===== src/rtl/alu_arbiter.sv =====
// alu_arbiter
//   Shares one combinational 4-bit ALU between two requesters. An idle
//   block grants one requester (round-robin when both are pending),
//   latches its operands/opcode onto the ALU inputs, waits SETTLE cycles,
//   registers the ALU result and presents it for one cycle with the
//   owner's ID.
//
// Ports
//   clk, rst_n            clock, synchronous active-low reset
//   reqN_valid/ready      request handshake (ready is combinational)
//   reqN_a, reqN_b        4-bit operands
//   reqN_op               00 add, 01 sub (A-B), 10 and, 11 xor
//   alu_a, alu_b, alu_s   registered operands/opcode to the ALU
//   alu_r                 ALU result (combinational from alu_a/b/s)
//   rsp_valid             one-cycle response strobe
//   rsp_data, rsp_id      registered result and owning requester
//   busy                  high while executing or responding
module alu_arbiter #(
  parameter int unsigned SETTLE = 2
) (
  input  logic       clk,
  input  logic       rst_n,
  input  logic       req0_valid,
  output logic       req0_ready,
  input  logic [3:0] req0_a,
  input  logic [3:0] req0_b,
  input  logic [1:0] req0_op,
  input  logic       req1_valid,
  output logic       req1_ready,
  input  logic [3:0] req1_a,
  input  logic [3:0] req1_b,
  input  logic [1:0] req1_op,
  output logic [3:0] alu_a,
  output logic [3:0] alu_b,
  output logic [1:0] alu_s,
  input  logic [3:0] alu_r,
  output logic       rsp_valid,
  output logic [3:0] rsp_data,
  output logic       rsp_id,
  output logic       busy
);

  typedef enum logic [1:0] {
    IDLE = 2'd0,
    EXEC = 2'd1,
    RESP = 2'd2
  } state_e;

  localparam logic [3:0] CNT_LOAD = 4'(SETTLE - 1);

  state_e     state_q, state_d;
  logic [3:0] cnt_q, cnt_d;
  // last_q = 1 means req1 was granted last; resetting to 1 makes req0 win
  // the first tie.
  logic       last_q, last_d;
  logic       id_q, id_d;
  logic [3:0] alu_a_q, alu_a_d;
  logic [3:0] alu_b_q, alu_b_d;
  logic [1:0] alu_s_q, alu_s_d;
  logic [3:0] rsp_data_q, rsp_data_d;
  logic       rsp_id_q, rsp_id_d;

  logic       gnt_any;
  logic       gnt_id;

  // Grant decision: only in IDLE; a tie goes to the requester not served last.
  always_comb begin
    gnt_any = 1'b0;
    gnt_id  = 1'b0;
    if (state_q == IDLE) begin
      if (req0_valid && req1_valid) begin
        gnt_any = 1'b1;
        gnt_id  = ~last_q;
      end else if (req0_valid) begin
        gnt_any = 1'b1;
        gnt_id  = 1'b0;
      end else if (req1_valid) begin
        gnt_any = 1'b1;
        gnt_id  = 1'b1;
      end
    end
  end

  assign req0_ready = gnt_any & ~gnt_id;
  assign req1_ready = gnt_any &  gnt_id;

  always_comb begin
    state_d    = state_q;
    cnt_d      = cnt_q;
    last_d     = last_q;
    id_d       = id_q;
    alu_a_d    = alu_a_q;
    alu_b_d    = alu_b_q;
    alu_s_d    = alu_s_q;
    rsp_data_d = rsp_data_q;
    rsp_id_d   = rsp_id_q;
    case (state_q)
      IDLE: begin
        if (gnt_any) begin
          state_d = EXEC;
          cnt_d   = CNT_LOAD;
          last_d  = gnt_id;
          id_d    = gnt_id;
          alu_a_d = gnt_id ? req1_a  : req0_a;
          alu_b_d = gnt_id ? req1_b  : req0_b;
          alu_s_d = gnt_id ? req1_op : req0_op;
        end
      end
      EXEC: begin
        if (cnt_q == 4'd0) begin
          state_d    = RESP;
          rsp_data_d = alu_r;
          rsp_id_d   = id_q;
        end else begin
          cnt_d = cnt_q - 4'd1;
        end
      end
      RESP: begin
        state_d = IDLE;
      end
      default: begin
        state_d = IDLE;
      end
    endcase
  end

  always_ff @(posedge clk) begin
    if (!rst_n) begin
      state_q    <= IDLE;
      cnt_q      <= 4'd0;
      last_q     <= 1'b1;
      id_q       <= 1'b0;
      alu_a_q    <= 4'd0;
      alu_b_q    <= 4'd0;
      alu_s_q    <= 2'd0;
      rsp_data_q <= 4'd0;
      rsp_id_q   <= 1'b0;
    end else begin
      state_q    <= state_d;
      cnt_q      <= cnt_d;
      last_q     <= last_d;
      id_q       <= id_d;
      alu_a_q    <= alu_a_d;
      alu_b_q    <= alu_b_d;
      alu_s_q    <= alu_s_d;
      rsp_data_q <= rsp_data_d;
      rsp_id_q   <= rsp_id_d;
    end
  end

  assign alu_a     = alu_a_q;
  assign alu_b     = alu_b_q;
  assign alu_s     = alu_s_q;
  assign rsp_data  = rsp_data_q;
  assign rsp_id    = rsp_id_q;
  assign rsp_valid = (state_q == RESP);
  assign busy      = (state_q != IDLE);

endmodule


===== config.mk =====
export PLATFORM = sky130hd
export DESIGN_NAME = alu_arbiter
export DESIGN_NICKNAME = d
export VERILOG_FILES = /design/src/rtl/alu_arbiter.sv
export SDC_FILE = /design/constraint.sdc
export NUM_CORES = 1
export LEC_CHECK = 0
export CAP_MARGIN = 20
export CORE_MARGIN = 8
export CORE_UTILIZATION = 25
export CTS_BUF_LIST = sky130_fd_sc_hd__clkbuf_2 sky130_fd_sc_hd__clkbuf_4 sky130_fd_sc_hd__clkbuf_8
export CTS_CLUSTER_SIZE = 16
export DETAILED_ROUTE_END_ITERATION = 10
export PLACE_DENSITY_LB_ADDON = 0.25
export SLEW_MARGIN = 5
export SYNTH_ARGS = -nofsm -noshare
export SYNTH_HDL_FRONTEND = slang
export SYNTH_SLANG_ARGS = --single-unit

===== constraint.sdc =====
create_clock -name clk -period 3.05 [get_ports clk]
set_input_delay 0.7625 -clock clk [delete_from_list [all_inputs] [get_ports clk]]
set_output_delay 0.7625 -clock clk [all_outputs]
set_load 0.01 [all_outputs]

# ---- Word-level counts from Yosys, hierarchy flattened
# Index checks and enable logic that the tools add are counted.
dict set report totals {
  regBits 23
  output_inout_bits 19
  word_cells 44
}
dict set report op_classes {
  n_addsub 1
  eq_ne 5
  muxes 16
  n_bitwise 4
  reduce_logical 9
}
# operator count
set ops {}
lappend ops {{4-bit two-way mux} 4}
lappend ops {{4-bit case mux with 2 select lines} 1}
lappend ops {{1-bit two-way mux} 7}
lappend ops {{2-bit two-way mux} 3}
lappend ops {{2-bit != test, second input constant} 3}
lappend ops {{2-bit AND reduction} 3}
lappend ops {{4-bit zero test} 1}
lappend ops {{2-bit case mux with 2 select lines} 1}
lappend ops {{2-bit nonzero test} 2}
lappend ops {{4-bit by 1-bit subtractor with 4-bit output, second input constant} 1}
lappend ops {{3-bit AND reduction} 1}
lappend ops {{1-bit bitwise AND} 2}
lappend ops {{2-bit by 1-bit equality test with 1-bit output, second input constant} 1}
lappend ops {{2-bit equality test, second input constant} 1}
lappend ops {{2-bit zero test} 1}
lappend ops {{1-bit inverter} 2}
lappend ops {{1-bit logical AND} 1}

# ---- Logic depth before layout (Yosys ltp)
dict set report depth {
  ltp_word 6
  ltp_mapped 6
  depth_no_buf 5
}

# ---- Least setup slack after synthesis
# Ideal clock, no wire load.
dict set report synth_path {
  kind {in2out}
  from {input req1_valid}
  to {output req1_ready}
  t_arrival_ns 1.435
  setup_slack_ns 0.853
  stages 4
  n_path_buf 1
  cell_sequence {a21boi_1 -> clkbuf_1 -> nand2_1 -> inv_1}
}
dict set report synth_via {
  elab_chain_len 5
  elab_cells_between_ends 9
  classes_between {mux (7); bitwise (1); reduce/logical (1)}
}
# item line
set synth_rtl {}
lappend synth_rtl {{from (decl)} 28} ;# input logic req1_valid,
lappend synth_rtl {{1-bit two-way mux} 77} ;# end else if (req1_valid) begin
lappend synth_rtl {{1-bit two-way mux} 74} ;# end else if (req0_valid) begin
lappend synth_rtl {{1-bit two-way mux} 71} ;# if (req0_valid && req1_valid) begin
lappend synth_rtl {{1-bit two-way mux} 70} ;# if (state_q == IDLE) begin
lappend synth_rtl {{1-bit bitwise AND *} 85} ;# assign req1_ready = gnt_any & gnt_id;
lappend synth_rtl {{to (decl)} 29} ;# output logic req1_ready,
# Every way passes the cells marked *; elsewhere a longest branch is shown, timed or not.

# ---- Final worst setup path
# Ends and elaborated chain as after synthesis.

==> impl_metrics.ini <==
[run_status]
status = finished clean

[finish]
finalNetCount = 205
areaGrowthSynthToFinish_pct = 55.2
final_area_um2 = 1620
drive_gt1_share_pct = 8.05
num_antenna_cells = 0
instances_no_fill = 224

[clock_tree]
cts_hold_buf = 0
cts_resized = 0
cts_setup_buffers = 0
clkSinkCount = 23
cts_buffers = 3
cts_root_buf = clkbuf_8
clk_latency_ps = 250
htreeDepth = 1
cts_tree = done
clockBufferDepth = 2
clk_pin_slew_ps = 80

[synth]
synthFlopType = dfxtp_1
synth_fp_nets = 156
yosysWarnings = 0
synth_seq_cells = 23
ys_top_cells_by_count = nand3_1 (26), dfxtp_1 (23), o21ai_0 (15)
async_reset_ff_share_pct = 0
synth.most_common_cell = nand3_1
synth_area_um2 = 1040
synth-edff-count = 0
synth.distinct_cells = 29
avgSynthCellArea_um2 = 8.27
synth_top_area_share_pct = 44.2
synthCells = 126
synth_seq_area_share_pct = 44.2
synth_area_leaders = dfxtp_1 (44%), nand3_1 (12%), o21ai_0 (7.2%)
synth_area_leader_cell = dfxtp_1

[sta]
final-setup-viol-count = 0
hold_viol = 0
max_freq_mhz = 342
slew_headroom_pct = 54.9
fin_crit_sh_pct = 96.0
setup_tns_ps = 0
rsz0062_at_grt = false
drv_slew = 0
min_period_ps = 2930
tightest_slew_ps = 673
finClkSkew_ps = 1.07

[critical_path]
arrival_ps = 2170
end_kind = primary output
critPathRequiredTime_ps = 2290
critPathLaunchType = input pin
cp_max_fo = 3
path_class = in -> out

[floorplan]
fp.dieH_um = 80.6
die_area_um2 = 6490
start_util_pct = 26.1
ios = 47
core_um2 = 4000
fp.dieW_um = 80.6
rows = 23

[power_and_ir_drop]
p_leak_nw = 0.574
vdd.ir_drop.worst_uv = 195
powerDensity_nw_per_um2 = 489

[place]
place_congestion = 0.719
dp.cells = 220
dpl_cell_area_um2 = 1570
hpwl_mm = 2.59
io_buffers = 46

[global_routing]
grt_pass1_vias = 1251
grt_pass1_wl_mm = 5.64
grt_max_degree = 17
overflow = 0
antenna_found_initial = 0
grt_use_total_pct = 10.6

[drt]
drtAntennaViolNets = 0
avgRoutedWirePerCell_um = 15.1
drt-total-wl_mm = 3.38
drtPass1Iterations = 4
via_per_inst = 4.97
first_iter_violations = 32
vias = 1113
drcViolationCount = 0

[run]
maxCapViolations = 0

[worst_hold_path]
hp-class = reg -> reg
-- layer usage --
| metal | routed length [um] | vias to the layer above | GRT usage, % |
|---|---|---|---|
| met1 | 1460 | 524 | 11.5 |
| met4 | 10 | 0 | 1.64 |
| met2 | 1580 | 31 | 18.2 |
| met3 | 326 | 2 | 5.13 |
| met5 | 0 | - | 0 |
| li1 | - | 556 | - |
-- critical path: stages --
cell	delay [ps]
clkdlybuf4s50_1	500
a21boi_2	190
nand2_1	90
inv_1	70
clkdlybuf4s50_1	550
-- metrics by stage --
| step | total power, mW | utilization (%) | hold slack, ps | setup slack [ps] |
|---|---|---|---|---|
| floorplan | 0.481 | - | 440 | 853 |
| global placement | 0.598 | 39.1 | 458 | 81.9 |
| detailed placement | 0.604 | 39.1 | 469 | 68.8 |
| CTS | 0.797 | 40.4 | 477 | 60.4 |
| global route | 0.842 | 40.4 | 517 | 33.1 |
| finish | 0.790 | 40.4 | 476 | 122 |
-- final timing paths --
check | start | endpoint | slack [ps] | cells after the start
max | req1_valid | req1_ready | 120 | 5
min | id_q | rsp_id | 480 | 2
max reg2reg | cnt_q[0] | cnt_q[3] | 1460 | 5
min reg2reg | id_q | rsp_id | 480 | 2
-- cells by family after synthesis --
group	share of synthesized area, %
AOI/OAI and AO/OA	23.4
adders and majority gates	2.40
buffers and inverters	6.48
DFF	44.2
and+or+nand+nor	23.5
-- registers in the layout, indices dropped and copies added, names as in the netlist --
name	flops
alu_a	4
alu_b	4
cnt_q	4
rsp_data	4
alu_s	2
state_q	2
id_q	1
last_q	1
rsp_id	1
-- cell type report --
type | instances | area, um^2
Tap cell | 50 | 62.6
Fill cell | 416 | 2380
Timing Repair Buffer | 52 | 505
Clock buffer | 4 | 48.8
Multi-Input combinational cell | 89 | 518
Sequential cell | 23 | 460
Inverter | 6 | 22.5
-- placed cells by master (no fill, tap or decap) --
cell,instances
o21a_1,1
a31oi_1,11
nor3b_2,2
clkinv_1,1
a21boi_2,1
buf_4,6
dfxtp_1,23
and3_1,1
o21ai_1,5
a21oi_1,9
and2_1,1
o22ai_1,1
or3_1,2
clkbuf_4,1
nor2b_1,2
ha_1,2
o221ai_1,1
clkdlybuf4s50_1,46
o21ai_0,15
inv_2,1
nor2_1,2
inv_1,4
nor3_1,1
clkbuf_8,3
nand2b_1,2
nand3_1,26
or4_1,2
or3b_1,1
nand2_1,1
-- where the power goes --
| group | internal, mW | switching, mW | leakage (nW) | total [mW] |
|---|---|---|---|---|
| logic | 0.124 | 0.124 | 0.359 | 0.248 |
| registers | 0.330 | 0.0190 | 0.189 | 0.349 |
| clock network | 0.102 | 0.0918 | 0.0262 | 0.194 |
| total | 0.555 | 0.235 | 0.574 | 0.790 |
Power figures use the tool's default switching activity.
==> variant (config.mk and constraints unchanged) <==
`rsp_data_q` no longer has a reset.
--- a/src/rtl/alu_arbiter.sv
+++ b/src/rtl/alu_arbiter.sv
@@ -133,7 +133,6 @@
       alu_a_q    <= 4'd0;
       alu_b_q    <= 4'd0;
       alu_s_q    <= 2'd0;
-      rsp_data_q <= 4'd0;
       rsp_id_q   <= 1'b0;
     end else begin
       state_q    <= state_d;
@@ -143,9 +142,12 @@
       alu_a_q    <= alu_a_d;
       alu_b_q    <= alu_b_d;
       alu_s_q    <= alu_s_d;
-      rsp_data_q <= rsp_data_d;
       rsp_id_q   <= rsp_id_d;
     end
+  end
+
+  always_ff @(posedge clk) begin
+    rsp_data_q <= rsp_data_d;
   end
 
   assign alu_a     = alu_a_q;
Formal check against the unedited RTL: differs if rst_n is asserted again (counterexample within 4 cycles, from zero or initial values and one cycle with rst_n low); with rst_n held inactive, the same outputs for 10 cycles.
==> variant against the unedited design <==
  * Sequential cell count stayed put
  * Maximum frequency is 0.62% higher
  * Synthesized area fell by 2.9%
  * Setup slack improved by 18 ps
  * Routed wire length shrank 5.5%
  * Total power fell by 0.66%
  * Via count down 4.0%
  * Cell area fell by 1.3%
  * Combinational power decreased by 7%
  * Clock skew is 2.8 ps higher
  * Largest power group unchanged
==> variant: results (changes against the unedited design) <==
- H-tree Lvls: 1 (unchanged)
- The gate count of the mapped netlist was 114 (-9.5%).
* Share of power burned in the clock network: 25.1% (+0.6 points)
- Outcome: completed
* Avg WL per Cell: 15.0 um (-0.66%)
- Worst IR drop on VDD: 0.000342 V (+75%)
- HPWL after detailed placement: 2400 um (-7.3%)
- The worst register-to-register path begins at cnt_q[0].
- Storage element area: 500 um^2 (+8.7%)
* Crit path launch: req1_valid
* Number of clock buffer instances in the layout: 4 (unchanged)
- The wire length of the first global-routing pass came to 5260 um (-6.7%).
* Count of routing violations after the opening detailed-route iteration: 21 (-34%)
* Sequential cell count: 23 (unchanged)
- The count of multi-input combinational gates was 78 (-12%).
- Tightest Pin Transition: 700 ps (+26.4 ps)
* Setup Skew: 3.86 ps (+2.79 ps)
* Share of the final layout cell area in multi-input gates: 28.4% (-3.6 points)
* Area after DPL: 0.00155 mm^2 (-1.3%)
- The fraction of the yosys area taken by sequential cells was 49.4% (+5.3 points).
* Fill cells: 387 (-7.0%)
- Lkg Pwr: 0.588 nW (+2.5%)
- The count of different cell masters after synthesis is 28 (-3.4%).
- By startpoint and endpoint, the worst setup path is classified as in -> out.
- The final weighted congestion in routability-driven placement was 0.677 (-5.8%).
* Antenna diode count: 0 (unchanged)
* Top fanout value on the critical path: 2 (-1)
- Sorting the synthesized cells by how often they occur yields sky130_fd_sc_hd__nand3_1 (22), sky130_fd_sc_hd__dfxtp_1 (19), sky130_fd_sc_hd__o21ai_0 (16), sky130_fd_sc_hd__a31oi_1 (11), sky130_fd_sc_hd__inv_1 (6).
* Worst min-delay path category: reg -> reg
- The post-placement setup slack is 50.8 ps (-17.9 ps).
- Final net count: 194 (-5.4%)
- Proportion of total power due to net switching: 28.5% (-1.2 points)
* Arrival @ worst endpoint: 2150 ps (-20 ps)
- Die width: 79.6 um (-1.2%)
- Tot GR Track Use: 10.2% (-0.34 points)
* Largest cells by area after synthesis: sky130_fd_sc_hd__dfxtp_1 (38%), sky130_fd_sc_hd__edfxtp_1 (12%), sky130_fd_sc_hd__nand3_1 (11%), sky130_fd_sc_hd__o21ai_0 (7.9%), sky130_fd_sc_hd__a31oi_1 (6.8%)
- The share of final-layout standard cells stronger than drive strength 1 was 7.36% (-0.68 points).
- The number of cells in the design after placement is 209 (-5.0%).
- The final instance area is 0.00160 mm^2 (-1.3%).
- The number of cells on the worst reg-to-reg path came to 4 (-1).
* EDFF count, synth: 4 (+4)
* Syn Nets: 144 (-7.7%)
- The total length of routed wires came to 3190 um (-5.5%).
- Via total after detailed routing: 1069 (-4.0%)
- The top cell type's share of synthesized area is 37.6% (-6.6 points).
* Non-clock buffering overhead in the final layout: 31.8% (+0.57 points)
* Clock network area share: 3.06% (+0.040 points)
* Portion of total power attributed to combinational logic: 29.3% (-2.1 points)
## variant: cell types whose count changed after synthesis, sizes merged
cell    change
clkinv      -1
nor2        +1
a21oi       -4
nor2b       -1
clkbuf      -1
edfxtp      +4
nand3       -4
dfxtp       -4
inv         +1
and2b       +1
o21ai       -4
## variant: routing by layer
metal	GRT usage [%]	vias to the layer above	routed length (um)	part of all wire, %
met4	1.67	0	0	0
met3	5.29	0	327	10
met2	17.3	44	1490	47
met1	11.2	510	1370	43
met5	0	-	0	0
li1	-	515	-	-
## variant: worst paths after layout
path	end	slack, ps
hold reg to reg	rsp_id	480
setup reg to reg	rsp_data[1]	1390
setup / recovery	req0_ready	140
hold / removal	rsp_id	480
## variant: kinds of logic after synthesis
logic type | after synthesis | synth area share (%)
AO/OA/AOI/OAI | 36 | 20.1
buffers and inverters | 13 | 5.69
AND/OR/NAND/NOR | 40 | 22.3
flip-flops | 23 | 49.4
adder cells (fa/ha/maj) | 2 | 2.47
